[src/rtl/switch_pkg.sv]
// Shared definitions for the serial packet switch and its ingress logic.
// Register addresses are for system-level benches that program the switch.
package switch_pkg;

  localparam int PKT_W = 64;

  typedef enum logic [1:0] {
    IDLE  = 2'd0,
    SHIFT = 2'd1,
    GAP   = 2'd2
  } state_t;

  localparam logic [7:0] REG_CTRL    = 8'h00;
  localparam logic [7:0] REG_ID      = 8'h04;
  localparam logic [7:0] REG_PORT_EN = 8'h08;

endpackage

[src/rtl/switch_ingress_arb_if.sv]
// Requester-side bus plus serial output pins of the ingress arbiter.
// The slave modport is the arbiter; the master modport is the surrounding logic.
interface switch_ingress_arb_if
  import switch_pkg::*;
#(
  parameter int NUM_REQ = 4
);
  localparam int IDW = $clog2(NUM_REQ);

  logic                     en;
  logic [NUM_REQ-1:0]       req_valid;
  logic [NUM_REQ*PKT_W-1:0] req_data;
  logic [NUM_REQ-1:0]       req_ready;
  logic                     data_out;
  logic                     valid_out;
  logic                     busy;
  logic [IDW-1:0]           grant_id;
  logic [15:0]              pkt_count;

  modport slave (
    input  en, req_valid, req_data,
    output req_ready, data_out, valid_out, busy, grant_id, pkt_count
  );

  modport master (
    output en, req_valid, req_data,
    input  req_ready, data_out, valid_out, busy, grant_id, pkt_count
  );

endinterface

[src/rtl/switch_ingress_arb_rr_arbiter.sv]
// Combinational round-robin pick: first set req bit at or after ptr, modulo NUM_REQ.
// Returns a one-hot grant, its index and an any-grant flag; all zero when en is low.
module rr_arbiter #(
  parameter  int NUM_REQ = 4,
  localparam int IDW     = $clog2(NUM_REQ)
) (
  input  logic [NUM_REQ-1:0] req,
  input  logic [IDW-1:0]     ptr,
  input  logic               en,
  output logic [NUM_REQ-1:0] gnt,
  output logic [IDW-1:0]     idx,
  output logic               any
);

  always_comb begin
    gnt = '0;
    idx = '0;
    any = 1'b0;
    for (int k = 0; k < NUM_REQ; k++) begin
      int j;
      j = int'(ptr) + k;
      if (j >= NUM_REQ) j = j - NUM_REQ;
      if (en && !any && req[j]) begin
        any    = 1'b1;
        gnt[j] = 1'b1;
        idx    = IDW'(j);
      end
    end
  end

endmodule

[src/rtl/switch_ingress_arb.sv]
// Round-robin ingress arbiter that serializes one PKT_W packet at a time MSB-first, then idles GAP_CYC cycles.
// SWITCH_ARB_PRIO_EN gives requester 0 strict priority over a round-robin among the rest.
module switch_ingress_arb
  import switch_pkg::*;
#(
  parameter int NUM_REQ = 4,
  parameter int GAP_CYC = 2
) (
  input  logic               clk,
  input  logic               rst,
  switch_ingress_arb_if.slave bus
);

  localparam int IDW = $clog2(NUM_REQ);
  localparam int CW  = $clog2(PKT_W);
  localparam int GW  = (GAP_CYC > 1) ? $clog2(GAP_CYC) : 1;

  state_t             state_q, state_d;
  logic [PKT_W-1:0]   shreg_q, shreg_d;
  logic [CW-1:0]      bit_cnt_q, bit_cnt_d;
  logic [GW-1:0]      gap_cnt_q, gap_cnt_d;
  logic [IDW-1:0]     ptr_q, ptr_d;
  logic [IDW-1:0]     grant_id_q, grant_id_d;
  logic [15:0]        pkt_count_q, pkt_count_d;
  logic               valid_q, valid_d;
  logic               busy_q, busy_d;

  logic               arb_en;
  logic [NUM_REQ-1:0] rr_gnt, win_gnt;
  logic [IDW-1:0]     rr_idx, win_idx;
  logic               rr_any, win_any, ptr_upd;
  logic [PKT_W-1:0]   win_data;

  assign arb_en = bus.en && (state_q == IDLE);

`ifdef SWITCH_ARB_PRIO_EN
  logic prio0;
  assign prio0 = arb_en && bus.req_valid[0];

  rr_arbiter #(.NUM_REQ(NUM_REQ)) u_rr (
    .req (bus.req_valid & ~NUM_REQ'(1)),
    .ptr (ptr_q),
    .en  (arb_en),
    .gnt (rr_gnt),
    .idx (rr_idx),
    .any (rr_any)
  );

  // Requester 0 bypasses the rotation and leaves ptr untouched.
  assign win_gnt = prio0 ? NUM_REQ'(1) : rr_gnt;
  assign win_idx = prio0 ? '0 : rr_idx;
  assign win_any = prio0 || rr_any;
  assign ptr_upd = rr_any && !prio0;
`else
  rr_arbiter #(.NUM_REQ(NUM_REQ)) u_rr (
    .req (bus.req_valid),
    .ptr (ptr_q),
    .en  (arb_en),
    .gnt (rr_gnt),
    .idx (rr_idx),
    .any (rr_any)
  );

  assign win_gnt = rr_gnt;
  assign win_idx = rr_idx;
  assign win_any = rr_any;
  assign ptr_upd = rr_any;
`endif

  assign win_data = bus.req_data[win_idx*PKT_W +: PKT_W];

  always_comb begin
    state_d     = state_q;
    shreg_d     = shreg_q;
    bit_cnt_d   = bit_cnt_q;
    gap_cnt_d   = gap_cnt_q;
    ptr_d       = ptr_q;
    grant_id_d  = grant_id_q;
    pkt_count_d = pkt_count_q;
    valid_d     = valid_q;
    busy_d      = busy_q;
    case (state_q)
      IDLE: begin
        if (win_any) begin
          state_d    = SHIFT;
          shreg_d    = win_data;
          bit_cnt_d  = '0;
          grant_id_d = win_idx;
          valid_d    = 1'b1;
          busy_d     = 1'b1;
          if (ptr_upd)
            ptr_d = (win_idx == IDW'(NUM_REQ - 1)) ? '0 : win_idx + IDW'(1);
        end
      end
      SHIFT: begin
        shreg_d   = shreg_q << 1;
        bit_cnt_d = bit_cnt_q + CW'(1);
        if (bit_cnt_q == CW'(PKT_W - 1)) begin
          state_d     = GAP;
          bit_cnt_d   = '0;
          gap_cnt_d   = '0;
          valid_d     = 1'b0;
          pkt_count_d = pkt_count_q + 16'd1;
        end
      end
      GAP: begin
        gap_cnt_d = gap_cnt_q + GW'(1);
        if (gap_cnt_q == GW'(GAP_CYC - 1)) begin
          state_d   = IDLE;
          gap_cnt_d = '0;
          busy_d    = 1'b0;
        end
      end
      default: begin
        state_d = IDLE;
        valid_d = 1'b0;
        busy_d  = 1'b0;
      end
    endcase
  end

  always_ff @(posedge clk) begin
    if (!rst) begin
      state_q     <= IDLE;
      shreg_q     <= '0;
      bit_cnt_q   <= '0;
      gap_cnt_q   <= '0;
      ptr_q       <= '0;
      grant_id_q  <= '0;
      pkt_count_q <= '0;
      valid_q     <= 1'b0;
      busy_q      <= 1'b0;
    end else begin
      state_q     <= state_d;
      shreg_q     <= shreg_d;
      bit_cnt_q   <= bit_cnt_d;
      gap_cnt_q   <= gap_cnt_d;
      ptr_q       <= ptr_d;
      grant_id_q  <= grant_id_d;
      pkt_count_q <= pkt_count_d;
      valid_q     <= valid_d;
      busy_q      <= busy_d;
    end
  end

  assign bus.req_ready = win_gnt;
  assign bus.data_out  = valid_q & shreg_q[PKT_W-1];
  assign bus.valid_out = valid_q;
  assign bus.busy      = busy_q;
  assign bus.grant_id  = grant_id_q;
  assign bus.pkt_count = pkt_count_q;

endmodule

[src/flat_wrapper.sv]
// flat-port wrapper written by rule: the top's interface ports become plain ports
module switch_ingress_arb_flat import switch_pkg::*;
#(
  parameter int NUM_REQ = 4,
  parameter int GAP_CYC = 2
)
  (clk, rst, bus_en, bus_req_valid, bus_req_data, bus_req_ready, bus_data_out, bus_valid_out, bus_busy, bus_grant_id, bus_pkt_count);
  switch_ingress_arb_if #(.NUM_REQ(NUM_REQ)) bus_i ();
  input  logic clk;
  input  logic rst;
  input wire logic [$bits(bus_i.en)-1:0] bus_en;
  input wire logic [$bits(bus_i.req_valid)-1:0] bus_req_valid;
  input wire logic [$bits(bus_i.req_data)-1:0] bus_req_data;
  output wire logic [$bits(bus_i.req_ready)-1:0] bus_req_ready;
  output wire logic [$bits(bus_i.data_out)-1:0] bus_data_out;
  output wire logic [$bits(bus_i.valid_out)-1:0] bus_valid_out;
  output wire logic [$bits(bus_i.busy)-1:0] bus_busy;
  output wire logic [$bits(bus_i.grant_id)-1:0] bus_grant_id;
  output wire logic [$bits(bus_i.pkt_count)-1:0] bus_pkt_count;
  assign bus_i.en = bus_en;
  assign bus_i.req_valid = bus_req_valid;
  assign bus_i.req_data = bus_req_data;
  assign bus_req_ready = bus_i.req_ready;
  assign bus_data_out = bus_i.data_out;
  assign bus_valid_out = bus_i.valid_out;
  assign bus_busy = bus_i.busy;
  assign bus_grant_id = bus_i.grant_id;
  assign bus_pkt_count = bus_i.pkt_count;
  switch_ingress_arb #(.NUM_REQ(NUM_REQ), .GAP_CYC(GAP_CYC)) u_core (.clk(clk), .rst(rst), .bus(bus_i));
endmodule
[config.mk]
export PLATFORM = sky130hd
export DESIGN_NAME = switch_ingress_arb_flat
export DESIGN_NICKNAME = d
export VERILOG_FILES = /design/src/rtl/switch_pkg.sv /design/src/rtl/switch_ingress_arb_if.sv /design/src/rtl/switch_ingress_arb_rr_arbiter.sv /design/src/rtl/switch_ingress_arb.sv /design/src/flat_wrapper.sv
export SDC_FILE = /design/constraint.sdc
export NUM_CORES = 1
export LEC_CHECK = 0
export CAP_MARGIN = 20
export CORE_UTILIZATION = 38
export CTS_BUF_LIST = sky130_fd_sc_hd__clkbuf_4 sky130_fd_sc_hd__clkbuf_8 sky130_fd_sc_hd__clkbuf_16
export DETAILED_ROUTE_END_ITERATION = 7
export DONT_BUFFER_PORTS = 1
export GPL_TIMING_DRIVEN = 0
export HOLD_SLACK_MARGIN = 0.03
export PLACE_DENSITY_LB_ADDON = 0.25
export SYNTH_ARGS = -nofsm -noshare
export SYNTH_HDL_FRONTEND = slang
export SYNTH_HIERARCHICAL = 1
export SYNTH_SLANG_ARGS = --single-unit
[constraint.sdc]
create_clock -name clk -period 5.1 [get_ports clk]
set_input_delay 1.02 -clock clk [delete_from_list [all_inputs] [get_ports clk]]
set_output_delay 1.02 -clock clk [all_outputs]
set_load 0.02 [all_outputs]
==> results of run 1 <==
## kinds of logic (layout without fill, tap and decap cells)
logic type / count (synthesis) / after routing
buffers and inverters: 59 / 73
xor gates and xnor gates: 7 / 7
adders and majority gates: 10 / 10
other: 0 / 1
AOI/OAI and AO/OA: 194 / 194
muxes: 73 / 73
DFF: 95 / 95
and+or+nand+nor: 158 / 158
## stage by stage
stage / power (mW) / hold WS (ns) / area, sq um / worst slack (ns)
after detailed placement: 1.71 / 0.472 / 6120 / 0.692
after global routing: 2.46 / 0.513 / 6400 / 0.432
after global placement: 1.68 / 0.461 / 6120 / 0.732
after floorplan: 1.55 / 0.448 / 5880 / 1.57
after CTS: 2.35 / 0.483 / 6400 / 0.668
final: 2.33 / 0.483 / 6400 / 0.714
## power groups by stage
stage,logic [mW],clock network [mW],registers (mW)
after floorplan,0.672,0,0.880
after global placement,0.790,0,0.894
after detailed placement,0.812,0,0.897
after CTS,0.812,0.662,0.881
after global routing,0.886,0.687,0.890
final,0.804,0.645,0.881
## routing by layer
layer	vias up	global-route usage [%]	wire, um
met2	190	38.5	9120
met5	-	0	8
met1	2425	25.7	6920
met3	15	5.48	1120
met4	2	6.45	180
li1	2322	-	-
## final timing paths
kind | to | cells past startpoint | from | slack, ns
max | u_core/shreg_q[62] | 14 | u_core/ptr_q[0] | 0.71
min | u_core/shreg_q[0] | 2 | u_core/shreg_q[0] | 0.48
max reg2reg | u_core/shreg_q[62] | 14 | u_core/ptr_q[0] | 0.71
min reg2reg | u_core/shreg_q[0] | 2 | u_core/shreg_q[0] | 0.48
## flip-flops by register name, indices dropped and copies added (netlist names)
register and count:
u_core/bus.pkt_count 16, u_core/gap_cnt_q 1, u_core/ptr_q 2, u_core/state_q 2, u_core/bus.grant_id 2, u_core/bit_cnt_q 6
u_core/shreg_q 64, u_core/bus.valid_out 1, u_core/bus.busy 1
## placed cells by master (no fill, tap or decap), types with 5 or more instances in the layout
master,netlist,routed
buf_2,9,9
or3_1,5,5
clkbuf_1,38,38
nand2_1,87,87
nor3_1,5,5
a21oi_1,88,88
nor2_1,19,19
o21ai_0,15,15
mux4_2,65,65
clkbuf_16,0,9
nand4_1,5,5
dfxtp_1,95,95
a22oi_1,65,65
ha_1,10,10
nand3_1,7,7
mux2i_1,5,5
inv_1,6,6
## worst min-delay path, cell delays in order, from the launching register on
cell and delay [ns]:
dfxtp_1 0.31, nand3_1 0.06, a21oi_1 0.06
## layout make-up
type	instances	area [sq um]	share of cell area, %
Clock buffer	12	267	4.16
Sequential cell	95	1900	29.7
Multi-Input combinational cell	442	3730	58.3
Buffer	53	225	3.52
Inverter	6	22.5	0.352
Tap cell	188	235	3.67
Clock inverter	2	16.3	0.254
Antenna cell	1	2.50	0.0391
==> flow_metrics.env, run 1 <==
export IMPL_status="finished clean"
export IMPL_synthTopCellsByArea="dfxtp_1, mux4_2, a22oi_1"
export IMPL_ctsResizeCount=0
export IMPL_drc=0
export IMPL_synth_top_area_share_pct=32.3
export IMPL_grt_pass1_wl_um=26500
export IMPL_cp_max_fo=10
export IMPL_hold_class="flop to flop"
export IMPL_fin_crit_sh_pct=86.0
export IMPL_gp_congestion=0.820
export IMPL_synthesis_nets=869
export IMPL_grt_setup_unrepaired="false"
export IMPL_coreArea_sq_um=15100
export IMPL_die_h_um=126
export IMPL_nFillCells=1514
export IMPL_yosysTopAreaCell="dfxtp_1"
export IMPL_port_buffers=0
export IMPL_syn_inst=596
export IMPL_crit_top_cell="clkbuf_1"
export IMPL_worstSetupStartpointType="flop"
export IMPL_synth_ff_type="dfxtp_1"
export IMPL_hpwlAfterDp_um=13800
export IMPL_synth_compound_area_share_pct=21.1
export IMPL_hold_viol_final=0
export IMPL_drt_total_wl_um=17300
export IMPL_ys_ff_latch=95
export IMPL_tritoncts="built"
export IMPL_dieWidth_um=126
export IMPL_power_density_nw_per_um2=364
export IMPL_yosysMostFrequentCell="dfxtp_1"
export IMPL_track_usage_pct=21.7
export IMPL_antenna_found_initial=3
export IMPL_synthAdderAreaFrac_pct=2.13
export IMPL_wl_per_cell_um=21.7
export IMPL_setup_tns_ns=0
export IMPL_clockBufferDepth=2
export IMPL_seq_area_frac_synth_pct=32.3
export IMPL_numCtsBuffers=9
export IMPL_slowest_stage="clkbuf_1"
export IMPL_yosysWarnings=6
export IMPL_post_route_util_pct=42.3
export IMPL_ios=288
export IMPL_start_util_pct=38.8
export IMPL_worst_path_buf_inv=5
export IMPL_num_rows=45
export IMPL_setup_viol=0
export IMPL_htreeDepth=3
export IMPL_cts_hold_buf=0
export IMPL_clockRootBuffer="clkbuf_16"
export IMPL_syn2layout_area_growth_pct=8.85
export IMPL_grt_pass1_vias=4963
export IMPL_comb_power_share_pct=34.5
export IMPL_slowest_delay_ns=0.63
export IMPL_yosys_area_share_simple_pct=12.9
export IMPL_clock_sinks=95
export IMPL_synth_edf_count=0
export IMPL_synthDistinctLibCells=55
export IMPL_finalMaxSlewViolations=0
export IMPL_cp_end_kind="flop"
export IMPL_vias=4954
export IMPL_cp_data_required_time_ns=5.30
export IMPL_dieArea_sq_um=16000
export IMPL_clock_latency_ns=0.34
export IMPL_seq_power_share_pct=37.8
export IMPL_fin_skew_ns=0.0115
export IMPL_slew_headroom_pct=43.4
export IMPL_tightestPinTransition_ns=0.849
export IMPL_fmax_ghz=0.228
export IMPL_grt_ovfl_total=0
export IMPL_p_leak_nw=2.03
export IMPL_post_cts_buffers=0
export IMPL_layout_drive_gt1_share_pct=17.7
export IMPL_p_sw_uw=746
export IMPL_arrival_ns=4.59
export IMPL_post_synth_most_frequent_cells="dfxtp_1, a21oi_1, nand2_1"
export IMPL_fin_crit_ns=4.39
export IMPL_grt_max_degree=15
export IMPL_via_per_inst=6.20
export IMPL_p_int_mw=1.58
export IMPL_fin_nets=880
export IMPL_stdcell_count=799
export IMPL_power_clock_fraction_pct=27.7
export IMPL_async_reset_ff_share_pct=0
export IMPL_dr_pass1_iters=5
export IMPL_switching_share_pct=32.0
export IMPL_vdd_drop_max_v=0.000178
export IMPL_crit_chain="buf_6 -> inv_1 -> ha_1 -> clkbuf_1 -> a21boi_0 -> a2bb2oi_1 -> a221oi_1 -> o21ai_0 -> o31ai_1 -> clkbuf_1 -> clkbuf_1 -> mux4_2 -> nand2_1 -> a21oi_1"
export IMPL_synth_xor_area_share_pct=1.04
export IMPL_muxShareOfSynthArea_pct=26.3
export IMPL_drv_cap=0
export IMPL_crit_family="buffers and inverters"
export IMPL_post_place_cells=784
export IMPL_crit_type="flop to flop"
export IMPL_syn_avg_cell_area_sq_um=9.87
export IMPL_syn_area_sq_um=5880
export IMPL_ant_nets=0
export IMPL_drt_iter0_markers=267
export IMPL_synth_top_family_by_area="multiplexers"
export IMPL_clk_pin_slew_worst_paths_ns=0.07
No activity file was read; power rests on OpenSTA's default activity.
==> run 2: changes to the inputs <==
Settings changed: CORE_UTILIZATION 38 to 35.
==> flow_metrics.env, run 2 (same netlist as run 1, synthesis figures left out) <==
export IMPL_status="finished clean"
export IMPL_crit_type="flop to flop"
export IMPL_crit_chain="buf_6 -> inv_1 -> ha_1 -> clkbuf_1 -> a21boi_0 -> a2bb2oi_1 -> a221oi_1 -> o21ai_0 -> o31ai_1 -> clkbuf_1 -> clkbuf_1 -> mux4_2 -> nand2_1 -> a21oi_1"
export IMPL_fin_skew_ns=0.00752
export IMPL_setup_viol=0
export IMPL_grt_setup_unrepaired="false"
export IMPL_clk_pin_slew_worst_paths_ns=0.06
export IMPL_clock_latency_ns=0.35
export IMPL_slowest_delay_ns=0.64
export IMPL_wl_per_cell_um=20.7
export IMPL_dieWidth_um=132
export IMPL_clockBufferDepth=2
export IMPL_grt_ovfl_total=0
export IMPL_htreeDepth=3
export IMPL_gp_congestion=0.853
export IMPL_p_leak_nw=2.04
export IMPL_cp_max_fo=10
export IMPL_drt_iter0_markers=342
export IMPL_start_util_pct=35.7
export IMPL_power_mw=2.40
export IMPL_port_buffers=0
export IMPL_via_per_inst=5.95
export IMPL_worstSetupStartpointType="flop"
export IMPL_crit_top_cell="clkbuf_1"
export IMPL_nFillCells=1671
export IMPL_dr_pass1_iters=5
export IMPL_ant_nets=0
export IMPL_coreArea_sq_um=16500
export IMPL_fin_nets=880
export IMPL_cp_end_kind="flop"
export IMPL_grt_pass1_wl_um=26700
export IMPL_vdd_drop_max_v=0.000165
export IMPL_drt_total_wl_um=17300
export IMPL_slowest_stage="clkbuf_1"
export IMPL_finalMaxSlewViolations=0
export IMPL_largest_reg_flops=64
export IMPL_vias=4965
export IMPL_worst_path_buf_inv=5
export IMPL_hold_depth=2
export IMPL_hpwlAfterDp_um=13900
export IMPL_track_usage_pct=19.9
export IMPL_fmax_ghz=0.226
export IMPL_fin_crit_sh_pct=86.8
export IMPL_syn2layout_area_growth_pct=10.2
export IMPL_fin_crit_ns=4.43
export IMPL_hold_viol_final=0
export IMPL_power_density_nw_per_um2=371
export IMPL_clock_sinks=95
export IMPL_layout_commonest_cell="dfxtp_1"
export IMPL_arrival_ns=4.64
export IMPL_regMostFlops="u_core/shreg_q"
export IMPL_mostFrequentLayoutCells="dfxtp_1, a21oi_1, nand2_1, mux4_2, a22oi_1"
export IMPL_cts_hold_buf=0
export IMPL_cp_data_required_time_ns=5.31
export IMPL_post_cts_buffers=0
export IMPL_clockRootBuffer="clkbuf_16"
export IMPL_grt_pass1_vias=4912
export IMPL_tightestPinTransition_ns=0.801
export IMPL_ios=288
export IMPL_die_h_um=132
export IMPL_drv_cap=0
export IMPL_tritoncts="built"
export IMPL_slew_headroom_pct=46.6
export IMPL_layout_drive_gt1_share_pct=17.8
export IMPL_crit_family="buffers and inverters"
export IMPL_grt_max_degree=16
export IMPL_setup_tns_ns=0
export IMPL_numCtsBuffers=9
export IMPL_drc=0
export IMPL_num_rows=47
export IMPL_antenna_found_initial=4
export IMPL_ctsResizeCount=0
export IMPL_dieArea_sq_um=17300
export IMPL_hold_class="flop to flop"
export IMPL_path_depth=14
export IMPL_ff2ff_path_depth=14
## run 2: cell types whose count changed in the layout (fill, tap and decap cells not counted), sizes merged
cell | previous run | this run
clkinvlp | 1 | 2
bufinv | 0 | 2
clkbuf | 50 | 48
diode | 1 | 4
## run 2: worst paths after layout
kind	from	endpoint	slack, ns
worst max-delay path	u_core/ptr_q[0]	u_core/shreg_q[0]	0.67
worst min-delay path	u_core/shreg_q[0]	u_core/shreg_q[0]	0.48
worst max register to register	u_core/ptr_q[0]	u_core/shreg_q[0]	0.67
worst min register to register	u_core/shreg_q[0]	u_core/shreg_q[0]	0.48
## run 2: routing by layer
| metal | part of all wire [%] | global-route usage (%) | wire length, um | vias to the layer above |
|---|---|---|---|---|
| met2 | 51 | 34.7 | 8810 | 212 |
| met1 | 40 | 23.9 | 6980 | 2407 |
| met3 | 7.6 | 5.59 | 1320 | 14 |
| li1 | - | - | - | 2330 |
| met5 | 0.075 | 0 | 13 | - |
| met4 | 1.1 | 5.56 | 197 | 2 |
## run 2: tightest hold or removal path: stages, from the launching register on
cell	delay, ns
dfxtp_1	0.31
nand3_1	0.06
a21oi_1	0.06
## run 2: power breakdown
group	switching, mW	leakage, nW	internal [mW]
combinational	0.412	1.12	0.394
clock	0.285	0.148	0.433
sequential	0.0560	0.775	0.825
total	0.753	2.04	1.65
## run 2: through the flow
step                      instances  instance area, sq um  hold WS, ns  utilization, %  setup slack (ns)
final                           835                  6480        0.481            39.4             0.672
after global routing            834                  6480        0.521            39.4             0.357
after CTS                       831                  6470        0.486            39.3             0.608
after detailed placement        816                  6160        0.475            37.4             0.622
after global placement          816                  6160        0.461            37.4             0.697
after floorplan                 596                  5880        0.448               -              1.57
## run 2: layout make-up
| class | count | area [sq um] | area share (%) |
|---|---|---|---|
| antenna | 4 | 10.0 | 0.154 |
| buffer | 53 | 225 | 3.47 |
| clock buffer | 10 | 233 | 3.59 |
| clock inverter | 5 | 83.8 | 1.29 |
| inverter | 6 | 22.5 | 0.347 |
| multi-input combinational | 442 | 3730 | 57.6 |
| sequential | 95 | 1900 | 29.3 |
| tap | 220 | 275 | 4.25 |
